[src/rtl/multicycle_controller_if.sv]
// Control/status bundle between the multicycle MIPS controller (master) and its datapath (slave).
// The master drives every datapath select and strobe; the slave returns the opcode and ALU zero flag.
interface multicycle_controller_if #(
   parameter int CNT_W = 32
);
   logic [5:0]       Op;
   logic             Zero;
   logic             MemtoReg;
   logic             RegDst;
   logic             IorD;
   logic [1:0]       PCSrc;
   logic [1:0]       ALUSrcB;
   logic             ALUSrcA;
   logic [1:0]       ALUOp;
   logic             IRWrite;
   logic             MemWrite;
   logic             RegWrite;
   logic             PCEn;
   logic             Illegal;
   logic [CNT_W-1:0] InstrCount;

   modport master (
      input  Op, Zero,
      output MemtoReg, RegDst, IorD, PCSrc, ALUSrcB, ALUSrcA, ALUOp,
             IRWrite, MemWrite, RegWrite, PCEn, Illegal, InstrCount
   );

   modport slave (
      output Op, Zero,
      input  MemtoReg, RegDst, IorD, PCSrc, ALUSrcB, ALUSrcA, ALUOp,
             IRWrite, MemWrite, RegWrite, PCEn, Illegal, InstrCount
   );
endinterface

[src/rtl/multicycle_controller.sv]
// Main control FSM of the multicycle MIPS datapath: sequences lw/sw/R-type/beq/addi/j through
// fetch..writeback, decodes Moore controls from the state register and counts retired instructions.
module multicycle_controller #(
   parameter int CNT_W    = 32,
   parameter bit ILL_TRAP = 1'b0
) (
   input  logic                   clk,
   input  logic                   reset_n,
   multicycle_controller_if.master bus
);

   typedef enum logic [3:0] {
      FETCH   = 4'd0,
      DECODE  = 4'd1,
      MEMADR  = 4'd2,
      MEMRD   = 4'd3,
      MEMWB   = 4'd4,
      MEMWR   = 4'd5,
      EXECUTE = 4'd6,
      ALUWB   = 4'd7,
      BRANCH  = 4'd8,
      ADDIEX  = 4'd9,
      ADDIWB  = 4'd10,
      JUMP    = 4'd11,
      ILLEGAL = 4'd12
   } state_t;

   localparam logic [5:0] OP_LW    = 6'b100011;
   localparam logic [5:0] OP_SW    = 6'b101011;
   localparam logic [5:0] OP_RTYPE = 6'b000000;
   localparam logic [5:0] OP_BEQ   = 6'b000100;
   localparam logic [5:0] OP_ADDI  = 6'b001000;
   localparam logic [5:0] OP_J     = 6'b000010;

   state_t           state_q, state_d;
   logic [CNT_W-1:0] count_q, count_d;
   logic             retire;
   state_t           outState;

   logic       memtoReg, regDst, iorD, aluSrcA;
   logic [1:0] pcSrc, aluSrcB, aluOp;
   logic       irWrite, memWrite, regWrite, pcWrite, branch, illegal;

   // Next state and retirement; retire marks the final cycle of every legal instruction.
   always_comb begin
      state_d = FETCH;
      retire  = 1'b0;
      case (state_q)
         FETCH:   state_d = DECODE;
         DECODE: begin
            case (bus.Op)
               OP_LW, OP_SW: state_d = MEMADR;
               OP_RTYPE:     state_d = EXECUTE;
               OP_BEQ:       state_d = BRANCH;
               OP_ADDI:      state_d = ADDIEX;
               OP_J:         state_d = JUMP;
               default:      state_d = ILLEGAL;
            endcase
         end
         MEMADR:  state_d = (bus.Op == OP_LW) ? MEMRD : MEMWR;
         MEMRD:   state_d = MEMWB;
         EXECUTE: state_d = ALUWB;
         ADDIEX:  state_d = ADDIWB;
         MEMWB, MEMWR, ALUWB, BRANCH, ADDIWB, JUMP: begin
            state_d = FETCH;
            retire  = 1'b1;
         end
         ILLEGAL: state_d = ILL_TRAP ? ILLEGAL : FETCH;
         default: state_d = FETCH;
      endcase
      count_d = retire ? count_q + CNT_W'(1) : count_q;
   end

   // State and retired-instruction counter; a reset abandons any instruction in flight.
   always_ff @(posedge clk) begin
      if (!reset_n) begin
         state_q <= FETCH;
         count_q <= '0;
      end else begin
         state_q <= state_d;
         count_q <= count_d;
      end
   end

   // While reset is held the selects present FETCH values even if the state register does not.
   assign outState = reset_n ? state_q : FETCH;

   always_comb begin
      memtoReg = 1'b0;
      regDst   = 1'b0;
      iorD     = 1'b0;
      aluSrcA  = 1'b0;
      pcSrc    = 2'b00;
      aluSrcB  = 2'b00;
      aluOp    = 2'b00;
      irWrite  = 1'b0;
      memWrite = 1'b0;
      regWrite = 1'b0;
      pcWrite  = 1'b0;
      branch   = 1'b0;
      illegal  = 1'b0;
      case (outState)
         FETCH: begin
            aluSrcB = 2'b01;
            irWrite = 1'b1;
            pcWrite = 1'b1;
         end
         DECODE:  aluSrcB = 2'b11;
         MEMADR, ADDIEX: begin
            aluSrcA = 1'b1;
            aluSrcB = 2'b10;
         end
         MEMRD:   iorD = 1'b1;
         MEMWB: begin
            memtoReg = 1'b1;
            regWrite = 1'b1;
         end
         MEMWR: begin
            iorD     = 1'b1;
            memWrite = 1'b1;
         end
         EXECUTE: begin
            aluSrcA = 1'b1;
            aluOp   = 2'b10;
         end
         ALUWB: begin
            regDst   = 1'b1;
            regWrite = 1'b1;
         end
         BRANCH: begin
            aluSrcA = 1'b1;
            aluOp   = 2'b01;
            pcSrc   = 2'b01;
            branch  = 1'b1;
         end
         ADDIWB:  regWrite = 1'b1;
         JUMP: begin
            pcSrc   = 2'b10;
            pcWrite = 1'b1;
         end
         ILLEGAL: illegal = 1'b1;
         default: ;
      endcase
   end

   assign bus.MemtoReg   = memtoReg;
   assign bus.RegDst     = regDst;
   assign bus.IorD       = iorD;
   assign bus.ALUSrcA    = aluSrcA;
   assign bus.PCSrc      = pcSrc;
   assign bus.ALUSrcB    = aluSrcB;
   assign bus.ALUOp      = aluOp;
   assign bus.IRWrite    = reset_n & irWrite;
   assign bus.MemWrite   = reset_n & memWrite;
   assign bus.RegWrite   = reset_n & regWrite;
   assign bus.PCEn       = reset_n & (pcWrite | (branch & bus.Zero));
   assign bus.Illegal    = reset_n & illegal;
   assign bus.InstrCount = count_q;

endmodule

[src/flat_wrapper.sv]
// flat-port wrapper written by rule: the top's interface ports become plain ports
module multicycle_controller_flat 
#(
   parameter int CNT_W    = 32,
   parameter bit ILL_TRAP = 1'b0
)
  (clk, reset_n, bus_Op, bus_Zero, bus_MemtoReg, bus_RegDst, bus_IorD, bus_PCSrc, bus_ALUSrcB, bus_ALUSrcA, bus_ALUOp, bus_IRWrite, bus_MemWrite, bus_RegWrite, bus_PCEn, bus_Illegal, bus_InstrCount);
  multicycle_controller_if #(.CNT_W(CNT_W)) bus_i ();
  input  logic clk;
  input  logic reset_n;
  input wire logic [$bits(bus_i.Op)-1:0] bus_Op;
  input wire logic [$bits(bus_i.Zero)-1:0] bus_Zero;
  output wire logic [$bits(bus_i.MemtoReg)-1:0] bus_MemtoReg;
  output wire logic [$bits(bus_i.RegDst)-1:0] bus_RegDst;
  output wire logic [$bits(bus_i.IorD)-1:0] bus_IorD;
  output wire logic [$bits(bus_i.PCSrc)-1:0] bus_PCSrc;
  output wire logic [$bits(bus_i.ALUSrcB)-1:0] bus_ALUSrcB;
  output wire logic [$bits(bus_i.ALUSrcA)-1:0] bus_ALUSrcA;
  output wire logic [$bits(bus_i.ALUOp)-1:0] bus_ALUOp;
  output wire logic [$bits(bus_i.IRWrite)-1:0] bus_IRWrite;
  output wire logic [$bits(bus_i.MemWrite)-1:0] bus_MemWrite;
  output wire logic [$bits(bus_i.RegWrite)-1:0] bus_RegWrite;
  output wire logic [$bits(bus_i.PCEn)-1:0] bus_PCEn;
  output wire logic [$bits(bus_i.Illegal)-1:0] bus_Illegal;
  output wire logic [$bits(bus_i.InstrCount)-1:0] bus_InstrCount;
  assign bus_i.Op = bus_Op;
  assign bus_i.Zero = bus_Zero;
  assign bus_MemtoReg = bus_i.MemtoReg;
  assign bus_RegDst = bus_i.RegDst;
  assign bus_IorD = bus_i.IorD;
  assign bus_PCSrc = bus_i.PCSrc;
  assign bus_ALUSrcB = bus_i.ALUSrcB;
  assign bus_ALUSrcA = bus_i.ALUSrcA;
  assign bus_ALUOp = bus_i.ALUOp;
  assign bus_IRWrite = bus_i.IRWrite;
  assign bus_MemWrite = bus_i.MemWrite;
  assign bus_RegWrite = bus_i.RegWrite;
  assign bus_PCEn = bus_i.PCEn;
  assign bus_Illegal = bus_i.Illegal;
  assign bus_InstrCount = bus_i.InstrCount;
  multicycle_controller #(.CNT_W(CNT_W), .ILL_TRAP(ILL_TRAP)) u_core (.clk(clk), .reset_n(reset_n), .bus(bus_i));
endmodule
[config.mk]
export PLATFORM = sky130hd
export DESIGN_NAME = multicycle_controller_flat
export DESIGN_NICKNAME = d
export VERILOG_FILES = /design/src/rtl/multicycle_controller_if.sv /design/src/rtl/multicycle_controller.sv /design/src/flat_wrapper.sv
export SDC_FILE = /design/constraint.sdc
export NUM_CORES = 1
export LEC_CHECK = 0
export ABC_AREA = 1
export CELL_PAD_IN_SITES_DETAIL_PLACEMENT = 1
export CELL_PAD_IN_SITES_GLOBAL_PLACEMENT = 1
export CORE_ASPECT_RATIO = 0.75
export CORE_UTILIZATION = 33
export DETAILED_ROUTE_END_ITERATION = 8
export PLACE_DENSITY_LB_ADDON = 0.1
export SLEW_MARGIN = 20
export SYNTH_ARGS = -nofsm -noshare
export SYNTH_HDL_FRONTEND = slang
export SYNTH_SLANG_ARGS = --single-unit
[constraint.sdc]
create_clock -name clk -period 2.1 [get_ports clk]
set_clock_uncertainty 0.2 [all_clocks]
set_input_delay 0.42 -clock clk [delete_from_list [all_inputs] [get_ports clk]]
set_output_delay 0.42 -clock clk [all_outputs]
set_load 0.03 [all_outputs]
=== After elaboration in Yosys (flattened, before gate mapping) ===
Cells that the tools add are included.

* Multiplexer cells: 18
* Reduce and logical (&&, ||, !) cells: 10
* Add/sub/neg operators: 1
* Equality and inequality tests: 28
* Bitwise gates (word level): 7

{| class="wikitable"
|+ Operator list
! operator !! count
|-
| $eq A4 B4 Y1 const B || 9
|-
| $add A32 B1 Y32 const B || 1
|-
| $eq A4 B3 Y1 const B || 8
|-
| $pmux W4 S6 || 1
|-
| $pmux W4 S5 || 1
|-
| $eq A4 B2 Y1 const B || 4
|-
| $eq A6 B6 Y1 const B || 2
|-
| $mux W1 || 11
|-
| $eq A4 B1 Y1 const B || 2
|-
| $logic_not A4 Y1 || 2
|-
| $pmux W2 S2 || 2
|-
| $reduce_or A2 Y1 || 4
|-
| $and A1 B1 Y1 || 6
|-
| $eq A6 B2 Y1 const B || 1
|-
| $eq A6 B3 Y1 const B || 1
|-
| $eq A6 B4 Y1 const B || 1
|-
| $logic_not A6 Y1 || 1
|-
| $pmux W2 S3 || 1
|-
| $reduce_or A6 Y1 || 1
|-
| $mux W4 || 1
|-
| $reduce_or A4 Y1 || 1
|-
| $mux W3 || 1
|-
| $reduce_or A3 Y1 || 1
|-
| $or A1 B1 Y1 || 1
|}

* Register bits after elaboration: 36
* Word-level logic and storage cells: 66

=== Logic depth before layout (Yosys ltp) ===
Gate-level depths: netlist of run 1.

* Depth after elaboration: 6
* Depth in mapped cells: 11
* Gate-level depth less buffers: 10

=== Worst setup path after synthesis of run 1 ===
No wires, ideal clock.

* Path kind: flip-flop to output port
* Start point: register u_core.state_q[2]
* End point: output port bus_PCEn
* Arrival time: 1,595 ps
* Stages on the path, launching flop included: 5
* Data required time: 1,480 ps
* Setup slack: -115 ps
* Cell sequence: dfxtp_1 nor2_1 nand2_1 nor3_1 a211o_1

* Longest elaborated chain between the ends: 6
* Elaborated cells between the ends (all ways): 10
* Those cells by class: 2 x eq/ne; 3 x mux; 3 x bitwise; 2 x reduce/logical

{| class="wikitable"
|+ RTL lines
! element !! line !! source
|-
| start: declaration || multicycle_controller.sv:35 || <nowiki>state_t state_q, state_d;</nowiki>
|-
| start signal: assignment || multicycle_controller.sv:80 || <nowiki>state_q <= state_d;</nowiki>
|-
| $mux W4 (*) || multicycle_controller.sv:86 || <nowiki>assign outState = reset_n ? state_q : FETCH;</nowiki>
|-
| $eq A4 B4 Y1 / $logic_not A4 Y1 (equally long branches) || multicycle_controller.sv:102 || <nowiki>case (outState)</nowiki>
|-
| $reduce_or A2 Y1 (no line) / $mux W1 (equally long branches) || n/a ||
|-
| $mux W1 / $and A1 B1 Y1 (equally long branches) || multicycle_controller.sv:102, multicycle_controller.sv:156 ||
|-
| $or A1 B1 Y1 (*) || multicycle_controller.sv:156 || <nowiki>assign bus.PCEn = reset_n & (pcWrite | (branch & bus.Zero));</nowiki>
|-
| $and A1 B1 Y1 (*) || multicycle_controller.sv:156 ||
|-
| end: declaration || flat_wrapper.sv:23 || <nowiki>output wire logic [$bits(bus_i.PCEn)-1:0] bus_PCEn;</nowiki>
|}

Every way passes the cells marked *; elsewhere a longest branch is shown, timed or not.

=== Worst setup path after layout of run 1 ===
* Start point: register u_core.state_q[2]
* End point: output port bus_RegWrite

* Longest elaborated chain between the ends: 5
* Elaborated cells between the ends (all ways): 7
* Those cells by class: 3 x eq/ne; 2 x mux; 1 x bitwise; 1 x reduce/logical

{| class="wikitable"
|+ RTL lines
! element !! line !! source
|-
| $mux W4 (*) || multicycle_controller.sv:86 ||
|-
| $eq A4 B3 Y1 / $eq A4 B4 Y1 (equally long branches) || multicycle_controller.sv:102 ||
|-
| $reduce_or A3 Y1 (no line) (*) || n/a ||
|-
| $mux W1 (*) || multicycle_controller.sv:102 ||
|-
| $and A1 B1 Y1 (*) || multicycle_controller.sv:155 || <nowiki>assign bus.RegWrite = reset_n & regWrite;</nowiki>
|-
| end: declaration || flat_wrapper.sv:22 || <nowiki>output wire logic [$bits(bus_i.RegWrite)-1:0] bus_RegWrite;</nowiki>
|}

Marks and branches as above.

==> results.json, run 1 <==
{
  "status": "finished, violations left",
  "violations": "DRC",
  "final_cell_area_sq_um": 3130,
  "arrival_ns": 1.48,
  "path_max_fanout": 4,
  "min_period_ns": 2.10,
  "hold_class": "reg2reg",
  "tightest_slew_ns": 0.435,
  "diodes": 0,
  "fmax_ghz": 0.477,
  "clock_latency_ns": 0.30,
  "drt_pre_antenna_iters": 6,
  "cts_made_buffers": 5,
  "drtAntennaViolNets": 0,
  "avgViaCountPerCell": 4.88,
  "yosysWarnings": 0,
  "finalWorstSetupSlack_ns": 0.00424,
  "grt_max_degree": 17,
  "core_sq_um": 6470,
  "vias": 2594,
  "min_from": "u_core.bus.InstrCount[3]$_SDFFE_PN0P_",
  "clockBufferDepth": 2,
  "drv_slew": 0,
  "synth.avg_cell_area_sq_um": 6.01,
  "grt-ovfl-total": 0,
  "clock-sinks": 36,
  "fp-row-count": 25,
  "worstHoldEndpoint": "u_core.bus.InstrCount[3]$_SDFFE_PN0P_",
  "ys_seq_area_share_pct": 31.6,
  "wl_per_cell_microns": 13.8,
  "synth_top_area_share_pct": 31.6,
  "syn_area_sq_um": 2280,
  "antenna_found_initial": 0,
  "timing.final.crit_share_pct": 99.8,
  "rrSetupSlack_ns": 0.26,
  "place_congestion": 0.817,
  "grt_pass1_vias": 2535,
  "post-synth-top-area-cell": "dfxtp_1",
  "hold_viol": 0,
  "leakagePower_uw": 0.00138,
  "clk_pin_slew_ns": 0.08,
  "initial_core_util_pct": 35.2,
  "ys_ff_latch": 36,
  "worst_r2r_startpoint": "u_core.bus.InstrCount[1]$_SDFFE_PN0P_",
  "setup_viol": 0,
  "drt-total-wl_microns": 7360,
  "fin_hold_ws_ns": 0.312,
  "synthCells": 380,
  "hold-path-cell-count": 2,
  "synthDistinctLibCells": 28,
  "cp-end-kind": "output pin",
  "post-dp-hpwl_microns": 5720,
  "fin_tns_setup_ns": 0,
  "port_buffers": 55,
  "cts_tree": "done",
  "reg2reg_to": "u_core.bus.InstrCount[14]$_SDFFE_PN0P_",
  "start_kind": "flop",
  "n_fill_cell": 884,
  "drtIter0Drc": 87,
  "syn_nets": 390,
  "dp_slack_ns": -0.218,
  "die_x_microns": 98.0,
  "die_area_sq_um": 7260,
  "grt_pass1_wl_microns": 12100,
  "fp.dieH_microns": 74.0,
  "ir_drop_uv": 327,
  "path_class": "reg2out",
  "ios": 56,
  "fin_nets": 460,
  "ys_top_cells_by_area": "dfxtp_1, nand2_1, nor2_1",
  "cp_data_required_time_ns": 1.48,
  "rsz0062_at_grt": "yes",
  "maxCapViolCount": 0,
  "slew_headroom_pct": 70.8,
  "syn2layout_area_growth_pct": 37.1,
  "r2r_cells": 8,
  "dpl_cell_area_sq_um": 2950,
  "power_density_nw_per_um2": 582,
  "htree_levels": 2,
  "drc": 1,
  "cts-root-buf": "clkbuf_8",
  "drive_gt1_share_pct": 15.7,
  "grt_usage_pct": 21.0
}
[through the flow]
step | cells | util [%] | power (uW)
finish | 532 | 48.3 | 1820
global route | 532 | 48.3 | 1900
CTS | 529 | 47.1 | 1790
detailed placement | 520 | 45.5 | 1240
global placement | 520 | 45.5 | 1240
floorplan | 380 | - | 1090
[metal layers]
metal	vias to the layer above	wire, microns	track usage, %	share of wire (%)
met5	-	0	0	0
li1	1339	-	-	-
met4	0	63	4.55	0.86
met2	51	3260	34.4	44
met1	1197	3780	29.1	51
met3	7	258	3.95	3.5
[sequential cells by signal (all words and copies together) (netlist names)]
signal,flops
u_core.bus.InstrCount,32
u_core.state_q,4
[critical path, stage by stage, from the launching register on]
cell,delay (ns)
dfxtp_4,0.38
inv_4,0.05
nor2_4,0.11
inv_2,0.06
nor2_2,0.11
inv_2,0.07
nor2_4,0.11
nor2_1,0.05
o21ai_1,0.07
buf_4,0.17
[cell usage after synthesis (all sizes together)]
cell	instances
dfxtp	36
xor2	1
nand4	11
o21ai	10
xnor2	3
a31oi	1
o21bai	1
nand3	33
clkbuf	3
nor2	102
nand2	99
nor3	5
inv	52
o32ai	1
ha	1
a21oi	17
a211o	1
buf	3
[placed cells by master, fill, tap and decap left out, types with 3 or more instances in the layout]
cell	count
nand2_2	3
clkbuf_8	6
a21oi_1	17
nor2_4	5
inv_2	6
nor2_8	3
inv_1	45
nor2_1	85
xnor2_1	3
o21ai_0	3
nor3_1	4
dfxtp_1	32
o21ai_1	7
buf_4	29
clkdlybuf4s50_1	32
nand3_1	33
nand4_1	11
dfxtp_2	3
nor2_2	9
dlymetal6s2s_1	5
nand2_1	93
[how the worst max path moves through the flow]
stage               depth (start not counted)            to                          from  slack, ns
finish                                      9  bus_RegWrite  u_core.state_q[2]$_SDFF_PN0_      0.004
CTS                                         9  bus_RegWrite  u_core.state_q[2]$_SDFF_PN0_      -0.01
global placement                            8  bus_RegWrite                       reset_n      -0.18
floorplan                                   8   bus_ALUSrcA  u_core.state_q[2]$_SDFF_PN0_    -0.0006
global route                                9  bus_RegWrite  u_core.state_q[2]$_SDFF_PN0_      -0.09
detailed placement                          8  bus_RegWrite                       reset_n      -0.22
[area by class of cell]
| type | instances | area, sq um | area share, % |
|---|---|---|---|
| clock buffers | 7 | 86.3 | 2.76 |
| multi-input cells | 286 | 1380 | 44.1 |
| clock inverters | 1 | 7.51 | 0.240 |
| flip-flops and latches | 36 | 728 | 23.3 |
| repair buffers | 69 | 628 | 20.1 |
| well taps | 81 | 101 | 3.24 |
| inverters | 52 | 198 | 6.32 |
[power breakdown]
| part | switching (uW) | internal [uW] |
|---|---|---|
| clock | 275 | 267 |
| combinational | 345 | 182 |
| sequential | 40.1 | 712 |
[kinds of logic (layout without fill, tap and decap cells)]
logic type                 after synthesis  in the layout  share of synthesized area (%)
AOI/OAI and AO/OA                       31             31                           7.29
xor gates and xnor gates                 4              4                           1.54
adders and majority gates                1              1                          0.548
buffers and inverters                   58            129                           10.0
DFF                                     36             36                           31.6
and+or+nand+nor                        250            250                           49.0
[what timing repair did]
item | in CTS | in global routing
endpoints found under the setup margin | 16 | 12
resized for setup | 7 | 25
pin swaps | 0 | 5
hold buffers | 0 | 0
buffers inserted | 1 | 3
(Power assumes the default switching activity.)
==> inputs of run 2 (changes only) <==
clock period = 2.4 ns   (was 2.1 ns; I/O delays follow)
==> results.json, run 2 (synthesis gave the netlist of run 1 again) <==
{
  "clock_latency_ns": 0.30,
  "reg2reg_to": "u_core.bus.InstrCount[29]$_SDFFE_PN0P_",
  "critPathSlowestCell": "dfxtp_1",
  "fp.dieH_microns": 74.0,
  "place_inst": 517,
  "layout_commonest_cell": "nand2_1",
  "diodes": 0,
  "hold_viol": 0,
  "power_density_nw_per_um2": 511,
  "timing.final.crit_share_pct": 92.3,
  "initial_core_util_pct": 35.2,
  "hold_class": "reg2reg",
  "cp_data_required_time_ns": 1.72,
  "grt_usage_pct": 20.7,
  "drive_gt1_share_pct": 10.6,
  "drtAntennaViolNets": 0,
  "dpl_cell_area_sq_um": 2920,
  "ios": 56,
  "min_period_ns": 2.21,
  "antenna_found_initial": 0,
  "ir_drop_uv": 282,
  "setup_viol": 0,
  "fp-row-count": 25,
  "dp_slack_ns": -0.0680,
  "wl_per_cell_microns": 13.1,
  "final-instance-count-excl-fill": 525,
  "worstPathCellList": "inv_2 > nand2_2 > nor2_1 > o21ai_1 > o21ai_0 > buf_4",
  "largest_reg_flops": 32,
  "slowest_delay_ns": 0.43,
  "vias": 2538,
  "core_sq_um": 6470,
  "drt-total-wl_microns": 6880,
  "start_kind": "flop",
  "post-cts-setup-buffers": 0,
  "cts_tree": "done",
  "grt_pass1_wl_microns": 11900,
  "violations": "DRC",
  "drv_slew": 0,
  "port_buffers": 55,
  "maxCapViolCount": 0,
  "drtIter0Drc": 77,
  "rsz0062_at_grt": "no",
  "grt_max_degree": 20,
  "drt_pre_antenna_iters": 6,
  "startpoint": "u_core.state_q[0]$_SDFF_PN0_",
  "crit_end": "bus_ALUSrcB[1]",
  "slew_headroom_pct": 65.8,
  "htree_levels": 2,
  "fin_nets": 453,
  "final_cell_area_sq_um": 3010,
  "n_fill_cell": 875,
  "cp-end-kind": "output pin",
  "path_max_fanout": 5,
  "arrival_ns": 1.53,
  "avgViaCountPerCell": 4.83,
  "clockBufferDepth": 2,
  "grt-ovfl-total": 0,
  "r2r_cells": 7,
  "clk_pin_slew_ns": 0.08,
  "leakagePower_uw": 0.00124,
  "cts_made_buffers": 5,
  "post-dp-hpwl_microns": 5450,
  "worst_r2r_startpoint": "u_core.bus.InstrCount[3]$_SDFFE_PN0P_",
  "rrSetupSlack_ns": 0.39,
  "path_class": "reg2out",
  "cts-root-buf": "clkbuf_8",
  "final_cell_mix": "nand2_1, nor2_1, inv_1",
  "fmax_ghz": 0.452,
  "die_area_sq_um": 7260,
  "tightest_slew_ns": 0.508,
  "cts_hold_buf": 0,
  "syn2layout_area_growth_pct": 31.9,
  "place_congestion": 0.796,
  "drc": 2,
  "die_x_microns": 98.0,
  "clock-sinks": 36,
  "finalWorstSetupSlack_ns": 0.186,
  "grt_pass1_vias": 2559,
  "status": "finished, violations left"
}
## run 2: changes by cell type in the layout (fill, tap and decap cells not counted), moves of 2 or more
cell / change
nor2_1: +8
buf_4: -7
clkdlybuf4s50_1: +7
dlymetal6s2s_1: -5
nor2_2: -5
inv_1: +4
dfxtp_1: +3
inv_2: -3
nor2_4: -3
dfxtp_2: -2
## run 2: worst min-delay path by stage
stage / start / endpoint / slack, ns / depth (start not counted)
finish: u_core.bus.InstrCount[5]$_SDFFE_PN0P_ / u_core.bus.InstrCount[5]$_SDFFE_PN0P_ / 0.30 / 1
global route: u_core.bus.InstrCount[8]$_SDFFE_PN0P_ / u_core.bus.InstrCount[8]$_SDFFE_PN0P_ / 0.35 / 1
CTS: u_core.bus.InstrCount[5]$_SDFFE_PN0P_ / u_core.bus.InstrCount[5]$_SDFFE_PN0P_ / 0.31 / 1
detailed placement: u_core.bus.InstrCount[5]$_SDFFE_PN0P_ / u_core.bus.InstrCount[5]$_SDFFE_PN0P_ / 0.29 / 1
global placement: u_core.bus.InstrCount[8]$_SDFFE_PN0P_ / u_core.bus.InstrCount[8]$_SDFFE_PN0P_ / 0.28 / 1
floorplan: u_core.bus.InstrCount[5]$_SDFFE_PN0P_ / u_core.bus.InstrCount[5]$_SDFFE_PN0P_ / 0.40 / 1
## run 2: critical path, delay by kind of cell (launching register included)
family                 cells  cell delay, ns
flip-flops                 1            0.43
AO/OA/AOI/OAI              2            0.32
buffers and inverters      2            0.27
AND/OR/NAND/NOR            2            0.23
## run 2: area by class of cell
| type | count | area, sq um | share of cell area [%] |
|---|---|---|---|
| clock buffers | 7 | 86.3 | 2.87 |
| clock inverters | 1 | 7.51 | 0.249 |
| inverters | 52 | 195 | 6.49 |
| multi-input cells | 286 | 1330 | 44.3 |
| flip-flops and latches | 36 | 722 | 24.0 |
| well taps | 81 | 101 | 3.37 |
| repair buffers | 62 | 564 | 18.8 |
## run 2: power by group
group | internal, uW | leakage, uW | switching (uW)
registers | 620 | 0.000291 | 29.4
logic | 133 | 0.000908 | 278
clock network | 234 | 0.0000445 | 242
## run 2: what timing repair did
| action | 4_1_cts | 5_1_grt |
|---|---|---|
| gates resized for setup | 1 | 2 |
| setup endpoints to repair | 6 | 2 |
| pin swaps | 0 | 0 |
## run 2: routing by layer
metal | track usage (%) | vias to the layer above | routed length, microns
met4 | 5.56 | 0 | 68
met2 | 34.4 | 46 | 2900
met1 | 27.7 | 1167 | 3660
li1 | - | 1317 | -
met5 | 0 | - | 0
met3 | 4.14 | 8 | 246
## run 2: stage by stage
stage                     utilization, %  total power (uW)  hold slack, ns  setup TNS [ns]
after floorplan                        -               951           0.400               0
after global routing                46.5              1610           0.346               0
after detailed placement            45.0              1080           0.287          -0.223
after global placement              45.0              1070           0.281         -0.0142
final                               46.5              1540           0.298               0
after CTS                           46.5              1550           0.306               0
